### src/rtl/mem_port_arbiter_pkg.sv
// Shared encodings for the unified-memory port arbiter.
// Latency: n/a (types and constants only).
// Backpressure: n/a.
package mem_port_arbiter_pkg;

  // Arbiter FSM states
  typedef enum logic [1:0] {
    IDLE  = 2'd0,
    ISSUE = 2'd1,
    WAIT  = 2'd2,
    ACK   = 2'd3
  } state_e;

  // Which requester owns the access in flight
  typedef enum logic {
    OWNER_IF = 1'b0,
    OWNER_D  = 1'b1
  } owner_e;

endpackage

### src/rtl/mem_port_arbiter_if.sv
// Bundles the fetch, load/store and memory-side signals of the arbiter.
// Latency: n/a (wiring only).
// Backpressure: requesters hold req until their one-cycle ack.
// Ports: slave = arbiter view, master = core/memory (environment) view.
interface mem_port_arbiter_if #(
  parameter int ADDR_W = 32,
  parameter int DATA_W = 32
);
  // instruction-fetch requester
  logic              if_req;
  logic [ADDR_W-1:0] if_addr;
  logic              if_ack;
  logic [DATA_W-1:0] if_rdata;
  // load/store requester
  logic              d_req;
  logic              d_we;
  logic [ADDR_W-1:0] d_addr;
  logic [DATA_W-1:0] d_wdata;
  logic              d_ack;
  logic [DATA_W-1:0] d_rdata;
  // single memory port
  logic              mem_en;
  logic              mem_we;
  logic [ADDR_W-1:0] mem_addr;
  logic [DATA_W-1:0] mem_wdata;
  logic [DATA_W-1:0] mem_rdata;
  // status
  logic              busy;

  modport slave (
    input  if_req, if_addr, d_req, d_we, d_addr, d_wdata, mem_rdata,
    output if_ack, if_rdata, d_ack, d_rdata,
    output mem_en, mem_we, mem_addr, mem_wdata, busy
  );

  modport master (
    output if_req, if_addr, d_req, d_we, d_addr, d_wdata, mem_rdata,
    input  if_ack, if_rdata, d_ack, d_rdata,
    input  mem_en, mem_we, mem_addr, mem_wdata, busy
  );
endinterface

### src/rtl/mem_arb_policy.sv
// Combinational winner selection and next-streak value for the arbiter.
// Latency: 0 cycles (pure combinational).
// Backpressure: none; the caller decides when a grant is actually taken.
// Ports: if_req_i/d_req_i requests, streak_i current streak,
//        grant_vld_o/grant_owner_o winner, streak_nxt_o streak after this grant.
module mem_arb_policy
  import mem_port_arbiter_pkg::*;
#(
  parameter int STREAK_MAX = 4,
  parameter int STREAK_W   = $clog2(STREAK_MAX + 1)
) (
  input  logic                if_req_i,
  input  logic                d_req_i,
  input  logic [STREAK_W-1:0] streak_i,
  output logic                grant_vld_o,
  output owner_e              grant_owner_o,
  output logic [STREAK_W-1:0] streak_nxt_o
);

  logic streak_full;
  logic fetch_wins;

  assign streak_full = (streak_i == STREAK_W'(STREAK_MAX));
  // Data normally wins; a waiting fetch overrides once data has had its run.
  assign fetch_wins  = if_req_i && (!d_req_i || streak_full);

  assign grant_vld_o   = if_req_i || d_req_i;
  assign grant_owner_o = fetch_wins ? OWNER_IF : OWNER_D;

  always_comb begin
    streak_nxt_o = streak_i;
    if (grant_vld_o) begin
      if (fetch_wins || !if_req_i) begin
        // fetch served, or nobody was starving: the streak restarts
        streak_nxt_o = '0;
      end else if (!streak_full) begin
        streak_nxt_o = streak_i + STREAK_W'(1);
      end
    end
  end

endmodule

### src/rtl/mem_port_arbiter.sv
// Shares one single-port memory between instruction fetch and load/store.
// Latency: read ack MEM_LAT+2 cycles after the request is sampled, write ack 2.
// Backpressure: a requester stalls (holds req) until its one-cycle ack.
// Ports: clk, rst (sync, active high); bus = fetch, data and memory signals.
module mem_port_arbiter
  import mem_port_arbiter_pkg::*;
#(
  parameter int ADDR_W     = 32,
  parameter int DATA_W     = 32,
  parameter int MEM_LAT    = 2,
  parameter int STREAK_MAX = 4
) (
  input  logic                clk,
  input  logic                rst,
  mem_port_arbiter_if.slave   bus
);

  localparam int CNT_W    = $clog2(MEM_LAT) + 1;
  localparam int STREAK_W = $clog2(STREAK_MAX + 1);

  state_e              state_q, state_d;
  owner_e              owner_q, owner_d;
  logic                we_q, we_d;
  logic [ADDR_W-1:0]   addr_q, addr_d;
  logic [DATA_W-1:0]   wdata_q, wdata_d;
  logic [CNT_W-1:0]    cnt_q, cnt_d;
  logic [STREAK_W-1:0] streak_q, streak_d;
  logic [DATA_W-1:0]   if_rdata_q, if_rdata_d;
  logic [DATA_W-1:0]   d_rdata_q, d_rdata_d;

  logic                grant_vld;
  owner_e              grant_owner;
  logic [STREAK_W-1:0] streak_nxt;

  mem_arb_policy #(
    .STREAK_MAX (STREAK_MAX),
    .STREAK_W   (STREAK_W)
  ) u_policy (
    .if_req_i      (bus.if_req),
    .d_req_i       (bus.d_req),
    .streak_i      (streak_q),
    .grant_vld_o   (grant_vld),
    .grant_owner_o (grant_owner),
    .streak_nxt_o  (streak_nxt)
  );

  always_ff @(posedge clk) begin
    if (rst) begin
      state_q    <= IDLE;
      owner_q    <= OWNER_IF;
      we_q       <= 1'b0;
      addr_q     <= '0;
      wdata_q    <= '0;
      cnt_q      <= '0;
      streak_q   <= '0;
      if_rdata_q <= '0;
      d_rdata_q  <= '0;
    end else begin
      state_q    <= state_d;
      owner_q    <= owner_d;
      we_q       <= we_d;
      addr_q     <= addr_d;
      wdata_q    <= wdata_d;
      cnt_q      <= cnt_d;
      streak_q   <= streak_d;
      if_rdata_q <= if_rdata_d;
      d_rdata_q  <= d_rdata_d;
    end
  end

  always_comb begin
    state_d    = state_q;
    owner_d    = owner_q;
    we_d       = we_q;
    addr_d     = addr_q;
    wdata_d    = wdata_q;
    cnt_d      = cnt_q;
    streak_d   = streak_q;
    if_rdata_d = if_rdata_q;
    d_rdata_d  = d_rdata_q;
    unique case (state_q)
      IDLE: begin
        if (grant_vld) begin
          owner_d  = grant_owner;
          streak_d = streak_nxt;
          state_d  = ISSUE;
          if (grant_owner == OWNER_D) begin
            we_d    = bus.d_we;
            addr_d  = bus.d_addr;
            wdata_d = bus.d_wdata;
          end else begin
            // fetches never write; last write data is simply held
            we_d   = 1'b0;
            addr_d = bus.if_addr;
          end
        end
      end
      ISSUE: begin
        if (we_q) begin
          state_d = ACK;
        end else begin
          cnt_d   = CNT_W'(MEM_LAT - 1);
          state_d = WAIT;
        end
      end
      WAIT: begin
        if (cnt_q == '0) begin
          if (owner_q == OWNER_D) d_rdata_d  = bus.mem_rdata;
          else                    if_rdata_d = bus.mem_rdata;
          state_d = ACK;
        end else begin
          cnt_d = cnt_q - CNT_W'(1);
        end
      end
      ACK: begin
        state_d = IDLE;
      end
      default: state_d = IDLE;
    endcase
  end

  assign bus.mem_en    = (state_q == ISSUE);
  assign bus.mem_we    = we_q;
  assign bus.mem_addr  = addr_q;
  assign bus.mem_wdata = wdata_q;
  assign bus.if_ack    = (state_q == ACK) && (owner_q == OWNER_IF);
  assign bus.d_ack     = (state_q == ACK) && (owner_q == OWNER_D);
  assign bus.if_rdata  = if_rdata_q;
  assign bus.d_rdata   = d_rdata_q;
  assign bus.busy      = (state_q != IDLE);

endmodule

### src/flat_wrapper.sv
// flat-port wrapper written by rule: the top's interface ports become plain ports
module mem_port_arbiter_flat import mem_port_arbiter_pkg::*;
#(
  parameter int ADDR_W     = 32,
  parameter int DATA_W     = 32,
  parameter int MEM_LAT    = 2,
  parameter int STREAK_MAX = 4
)
  (clk, rst, bus_if_req, bus_if_addr, bus_d_req, bus_d_we, bus_d_addr, bus_d_wdata, bus_mem_rdata, bus_if_ack, bus_if_rdata, bus_d_ack, bus_d_rdata, bus_mem_en, bus_mem_we, bus_mem_addr, bus_mem_wdata, bus_busy);
  mem_port_arbiter_if #(.ADDR_W(ADDR_W), .DATA_W(DATA_W)) bus_i ();
  input  logic clk;
  input  logic rst;
  input wire logic [$bits(bus_i.if_req)-1:0] bus_if_req;
  input wire logic [$bits(bus_i.if_addr)-1:0] bus_if_addr;
  input wire logic [$bits(bus_i.d_req)-1:0] bus_d_req;
  input wire logic [$bits(bus_i.d_we)-1:0] bus_d_we;
  input wire logic [$bits(bus_i.d_addr)-1:0] bus_d_addr;
  input wire logic [$bits(bus_i.d_wdata)-1:0] bus_d_wdata;
  input wire logic [$bits(bus_i.mem_rdata)-1:0] bus_mem_rdata;
  output wire logic [$bits(bus_i.if_ack)-1:0] bus_if_ack;
  output wire logic [$bits(bus_i.if_rdata)-1:0] bus_if_rdata;
  output wire logic [$bits(bus_i.d_ack)-1:0] bus_d_ack;
  output wire logic [$bits(bus_i.d_rdata)-1:0] bus_d_rdata;
  output wire logic [$bits(bus_i.mem_en)-1:0] bus_mem_en;
  output wire logic [$bits(bus_i.mem_we)-1:0] bus_mem_we;
  output wire logic [$bits(bus_i.mem_addr)-1:0] bus_mem_addr;
  output wire logic [$bits(bus_i.mem_wdata)-1:0] bus_mem_wdata;
  output wire logic [$bits(bus_i.busy)-1:0] bus_busy;
  assign bus_i.if_req = bus_if_req;
  assign bus_i.if_addr = bus_if_addr;
  assign bus_i.d_req = bus_d_req;
  assign bus_i.d_we = bus_d_we;
  assign bus_i.d_addr = bus_d_addr;
  assign bus_i.d_wdata = bus_d_wdata;
  assign bus_i.mem_rdata = bus_mem_rdata;
  assign bus_if_ack = bus_i.if_ack;
  assign bus_if_rdata = bus_i.if_rdata;
  assign bus_d_ack = bus_i.d_ack;
  assign bus_d_rdata = bus_i.d_rdata;
  assign bus_mem_en = bus_i.mem_en;
  assign bus_mem_we = bus_i.mem_we;
  assign bus_mem_addr = bus_i.mem_addr;
  assign bus_mem_wdata = bus_i.mem_wdata;
  assign bus_busy = bus_i.busy;
  mem_port_arbiter #(.ADDR_W(ADDR_W), .DATA_W(DATA_W), .MEM_LAT(MEM_LAT), .STREAK_MAX(STREAK_MAX)) u_core (.clk(clk), .rst(rst), .bus(bus_i));
endmodule
### config.mk
export PLATFORM = sky130hd
export DESIGN_NAME = mem_port_arbiter_flat
export DESIGN_NICKNAME = d
export VERILOG_FILES = /design/src/rtl/mem_port_arbiter_pkg.sv /design/src/rtl/mem_port_arbiter_if.sv /design/src/rtl/mem_arb_policy.sv /design/src/rtl/mem_port_arbiter.sv /design/src/flat_wrapper.sv
export SDC_FILE = /design/constraint.sdc
export NUM_CORES = 1
export LEC_CHECK = 0
export BUFFER_PORTS_ARGS = -buffer_cell sky130_fd_sc_hd__buf_2
export CAP_MARGIN = 5
export CORE_ASPECT_RATIO = 1.2
export CORE_MARGIN = 3
export CORE_UTILIZATION = 45
export DETAILED_ROUTE_END_ITERATION = 12
export GPL_TIMING_DRIVEN = 1
export PLACE_DENSITY = 0.81
export SYNTH_ARGS = -nofsm -noshare
export SYNTH_HDL_FRONTEND = slang
export SYNTH_HIERARCHICAL = 1
export SYNTH_SLANG_ARGS = --single-unit
### constraint.sdc
create_clock -name clk -period 1.9 [get_ports clk]
set_input_delay 0.19 -clock clk [delete_from_list [all_inputs] [get_ports clk]]
set_output_delay 0.19 -clock clk [all_outputs]
set_load 0.01 [all_outputs]
### Yosys cells after proc, flatten, opt, wreduce, memory -nomap -nowiden

Cells that the tools add are included.

* muxes and demuxes: 12
* add/subtract/negate cells: 2
* bitwise operators: 2
* reduce and logical (&&, ||, !) cells: 19
* equal/unequal tests: 9

Operators with widths (number)
* 32-bit 2-to-1 mux: 1
* 3-bit AND reduction: 5
* 2-bit 2-to-1 mux: 4
* 2-bit case mux with 4 select lines: 1
* 3-bit 2-to-1 mux: 2
* 2-bit by 1-bit inequality test with 1-bit output, second input constant: 3
* 2-bit == test, second input constant: 2
* 2-bit logical NOT: 2
* 2-bit inequality test, second input constant: 2
* 2-bit case mux with 2 select lines: 1
* 2-bit AND reduction: 2
* 2-bit nonzero test: 2
* 3-bit by 1-bit adder with 3-bit output, second input constant: 1
* 3-bit == test, second input constant: 1
* 1-bit logical AND: 3
* 1-bit logical OR: 3
* 1-bit 2-to-1 mux: 3
* 2-bit by 1-bit == test with 1-bit output, second input constant: 1
* 1-bit logical NOT: 2
* 1-bit NOT: 2
* 2-bit by 1-bit subtractor with 2-bit output, second input constant: 1

* output and inout port bits: 133
* input bits: 133
* flip-flop bits (word level): 137
* logic and storage cells: 53

### Logic depth before layout (Yosys ltp)

* depth after elaboration: 6
* mapped depth: 11
* depth with buffers taken out: 8

### Modules after synthesis

Netlist, hierarchy kept.

By module, submodules not included
* mem_port_arbiter: area an instance 5208.7 um^2, cells each 619, instances 1, sequential area each 2742.6 um^2
* mem_arb_policy: area an instance 111.4 um^2, cells each 19, instances 1, sequential area each 0.0 um^2

### Worst setup path before layout

OpenSTA, ideal clock, no wires.

* path kind: register to register
* start point: register u_core.streak_q[0]
* end point: register u_core.wdata_q[16], in the netlist u_core/bus.mem_wdata[16]
* library setup time: 70 ps
* path buffers: 3
* slack: 319 ps
* stages on the path, launching flop included: 12
* required time: 1830 ps
* data arrival time: 1511 ps
* path through: dfxtp_1 > inv_1 > ha_1 > nand2_1 > nand2_1 > nand2_1 > buf_2 > and3_1 > buf_2 > buf_4 > nand2_1 > a21oi_1

* word-level cells in the longest chain between the ends: 5

Ends and longest elaborated chain
* from (decl): RTL line mem_port_arbiter.sv:27 `logic [STREAK_W-1:0] streak_q, streak_d;`
* from (signal assigned): RTL line mem_port_arbiter.sv:65 `streak_q <= streak_d;`
* 3-bit == test: RTL line mem_arb_policy.sv:23 `assign streak_full = (streak_i == STREAK_W'(STREAK_MAX));`
* 1-bit logical OR: RTL line mem_arb_policy.sv:25 `assign fetch_wins = if_req_i && (!d_req_i || streak_full);`
* 1-bit logical AND: RTL line mem_arb_policy.sv:25
* 1-bit NOT (no line)
* 3-bit AND reduction (no line)
* to (signal assigned): RTL line mem_port_arbiter.sv:63 `wdata_q <= wdata_d;`
* to (decl): RTL line mem_port_arbiter.sv:25 `logic [DATA_W-1:0] wdata_q, wdata_d;`

Every way passes these cells.
A chain may end at the register's enable or synchronous reset.

### Worst setup path after layout

* start point: register u_core.state_q[1]
* end point: register u_core.addr_q[11], in the netlist u_core/bus.mem_addr[11]

* word-level cells in the longest chain between the ends: 2

Ends and longest elaborated chain
* from (decl): RTL line mem_port_arbiter.sv:21 `state_e state_q, state_d;`
* from (signal assigned): RTL line mem_port_arbiter.sv:59 `state_q <= state_d;`
* 2-bit logical NOT: RTL line mem_port_arbiter.sv:81 `unique case (state_q)`
* 2-bit AND reduction (no line)
* to (signal assigned): RTL line mem_port_arbiter.sv:62 `addr_q <= addr_d;`
* to (decl): RTL line mem_port_arbiter.sv:24 `logic [ADDR_W-1:0] addr_q, addr_d;`

Every way passes these cells.

==> flow_summary.ini <==
[placed_design]
dpl_worst_slack_ps = 225.0
numPortBuffers = 265
gp_congestion = 0.7843
dp_cells = 1020
hpwl_microns = 10000
postPlaceCellArea_sq_um = 6758

[clock_network]
cts_hold_buf = 0
cts_setup_buffers = 0
ctsHtreeMaxLevel = 4
clock-sinks = 137
numCtsBuffers = 17
clock_latency_ps = 400
cts_root_buf = clkbuf_16
cts.repair.resized = 0
cts_buffer_depth = 2
cts_tree = done
clk_pin_slew_ps = 60

[worst_hold_path]
holdPathEnd = u_core/bus.mem_wdata[12]
worstHoldPathCells = 3
min_path_type = in2reg
min-delay-start = bus_d_wdata[12]

[floorplan]
die_x_microns = 105.3
rows = 42
io_pins = 266
coreArea_sq_um = 11300
die_area_sq_um = 13170
die_h_microns = 125.1
start_util = 0.4709

[setup_path]
critPathArrivalTime_ps = 2010
startpoint = u_core/state_q[1]
r2r_end = u_core/bus.mem_addr[11]
crit_type = reg2reg
cp.required_ps = 2200
r2r_start = u_core/state_q[1]
reg2reg_slack_ps = 190
end_kind = flop
start_kind = flop
worstPathMaxFanout = 64
reg2reg_depth = 6

[final_layout]
final_common_cell = buf_2
drive_gt1_frac = 0.3497
area_growth_pct = 37.77
mostFrequentLayoutCells = buf_2 (264), nand2_1 (204), dfxtp_1 (137)
layout.cells.non_filler = 1052
n_antenna_cell = 0
nNetsFinal = 1025
final_area_sq_um = 7330

[drt]
viasPerCell = 4.871
vias = 5124
drc = 0
wire_per_inst_microns = 13.30
routed_wl_microns = 13990
firstDrtPassIters = 5
initialDrtViolationCount = 267
ant_nets = 0

[timing]
setup_violations = 0
fin_ws_ps = 190.2
tns_ps = 0
hold_viol = 0
fmax_ghz = 0.5849
min_period_ps = 1710
slew_violations = 0
rsz0062_at_grt = false
slew_headroom = 0.6760
finClkSkew_ps = 9.296
worst_slew_pin_slew_ps = 481.7
min_period_over_period = 0.8999

[synthesis]
synth_area_sq_um = 5320
yosys_warnings = 6
synth_top_area_share = 0.5155
ys_ff_latch = 137
synth_area_leader_cell = dfxtp_1
syn_avg_cell_area_sq_um = 8.339
ys_types = 35
yosysSeqAreaShare = 0.5155
synthTopCellsByArea = dfxtp_1 (52%), nand2_1 (14%), a21oi_1 (9.6%)
netlist_instances = 638
synth_nets = 778

[job]
drv_cap = 0

[global_routing]
grt_busiest_layer = met2
grt_first_pass_wirelength_microns = 22790
grt_util_met1 = 0.2396
grt_max_degree = 65
antenna_found_initial = 0
met2_usage = 0.3660
grtUsageMet3 = 0.04639
grt-ovfl-total = 0
grt_usage = 0.2085
grt_pass1_vias = 4807

[status]
status = finished, final reports clean

[power]
p_per_area_nw_per_um2 = 1313
ir_drop_mv = 0.7015
total_power_mw = 9.621
p_leak_nw = 3.513
==> flip-flops by register name, indices dropped and copies added, names as in the netlist <==
name and flops:
u_core/bus.d_rdata 32, u_core/bus.if_rdata 32, u_core/bus.mem_addr 32, u_core/bus.mem_wdata 32
u_core/streak_q 3, u_core/cnt_q 2, u_core/state_q 2, u_core/bus.mem_we 1
u_core/owner_q 1
==> metrics by stage <==
step / util / hold slack, ps
after floorplan: - / 326.0
after global placement: 0.5981 / 427.5
after detailed placement: 0.5981 / 435.5
after CTS: 0.6487 / 0.6783
after global routing: 0.6487 / 16.15
final: 0.6487 / 20.24
==> worst max path at each step <==
stage	end
after floorplan	u_core/bus.mem_wdata[16]
after global placement	u_core/bus.mem_addr[21]
after detailed placement	u_core/bus.mem_addr[11]
after CTS	u_core/bus.mem_addr[11]
after global routing	u_core/bus.mem_addr[12]
final	u_core/bus.mem_addr[11]
==> where the power goes <==
group          total, mW  leakage [nW]  internal, mW  switching [mW]
clock network       3.13         0.279          1.89            1.24
registers           3.78          1.12          3.48           0.299
logic               2.72          2.11          1.11            1.61
total               9.62          3.51          6.47            3.15
==> final cells by class <==
type                    count  area (sq um)
fillers                  1003          3969
flip-flops and latches    137          2743
multi-input cells         444          2277
repair buffers            276          1511
clock buffers              20         456.7
well taps                 154         192.7
clock inverters            12         115.1
inverters                   9         33.78
==> critical path, cell delays in order (launching register included) <==
cell	delay, ps
dfxtp_1	340
inv_1	110
ha_1	280
and2_2	270
buf_12	260
nor2_1	70
a211oi_1	250
==> cells in the mapped netlist, drive strengths merged <==
cell / instances
a211oi: 34
clkbuf: 23
a21boi: 1
and2: 2
nand3b: 1
mux2i: 32
nand2b: 2
a31o: 1
nand3: 5
inv: 9
nand2: 205
nor2: 37
a2111oi: 1
nor2b: 2
o22ai: 1
and3b: 1
dfxtp: 137
o21ai: 2
and3: 2
buf: 25
nand4b: 1
a21oi: 102
a21o: 1
nand4: 1
a311oi: 1
and2b: 1
a22oi: 1
ha: 7
==> cell families after synthesis <==
group	synth area share
AND/OR/NAND/NOR	0.1926
AO/OA/AOI/OAI	0.1580
flip-flops	0.5155
buffers and inverters	0.05715
multiplexers	0.06021
adder cells (fa/ha/maj)	0.01646
==> metal layers <==
layer / share of wire / routed length (microns)
met5: 0 / 0
met4: 0.028 / 389
met3: 0.066 / 921
met2: 0.51 / 7103
met1: 0.40 / 5573
Note: power is estimated with default switching activity, not from simulation.
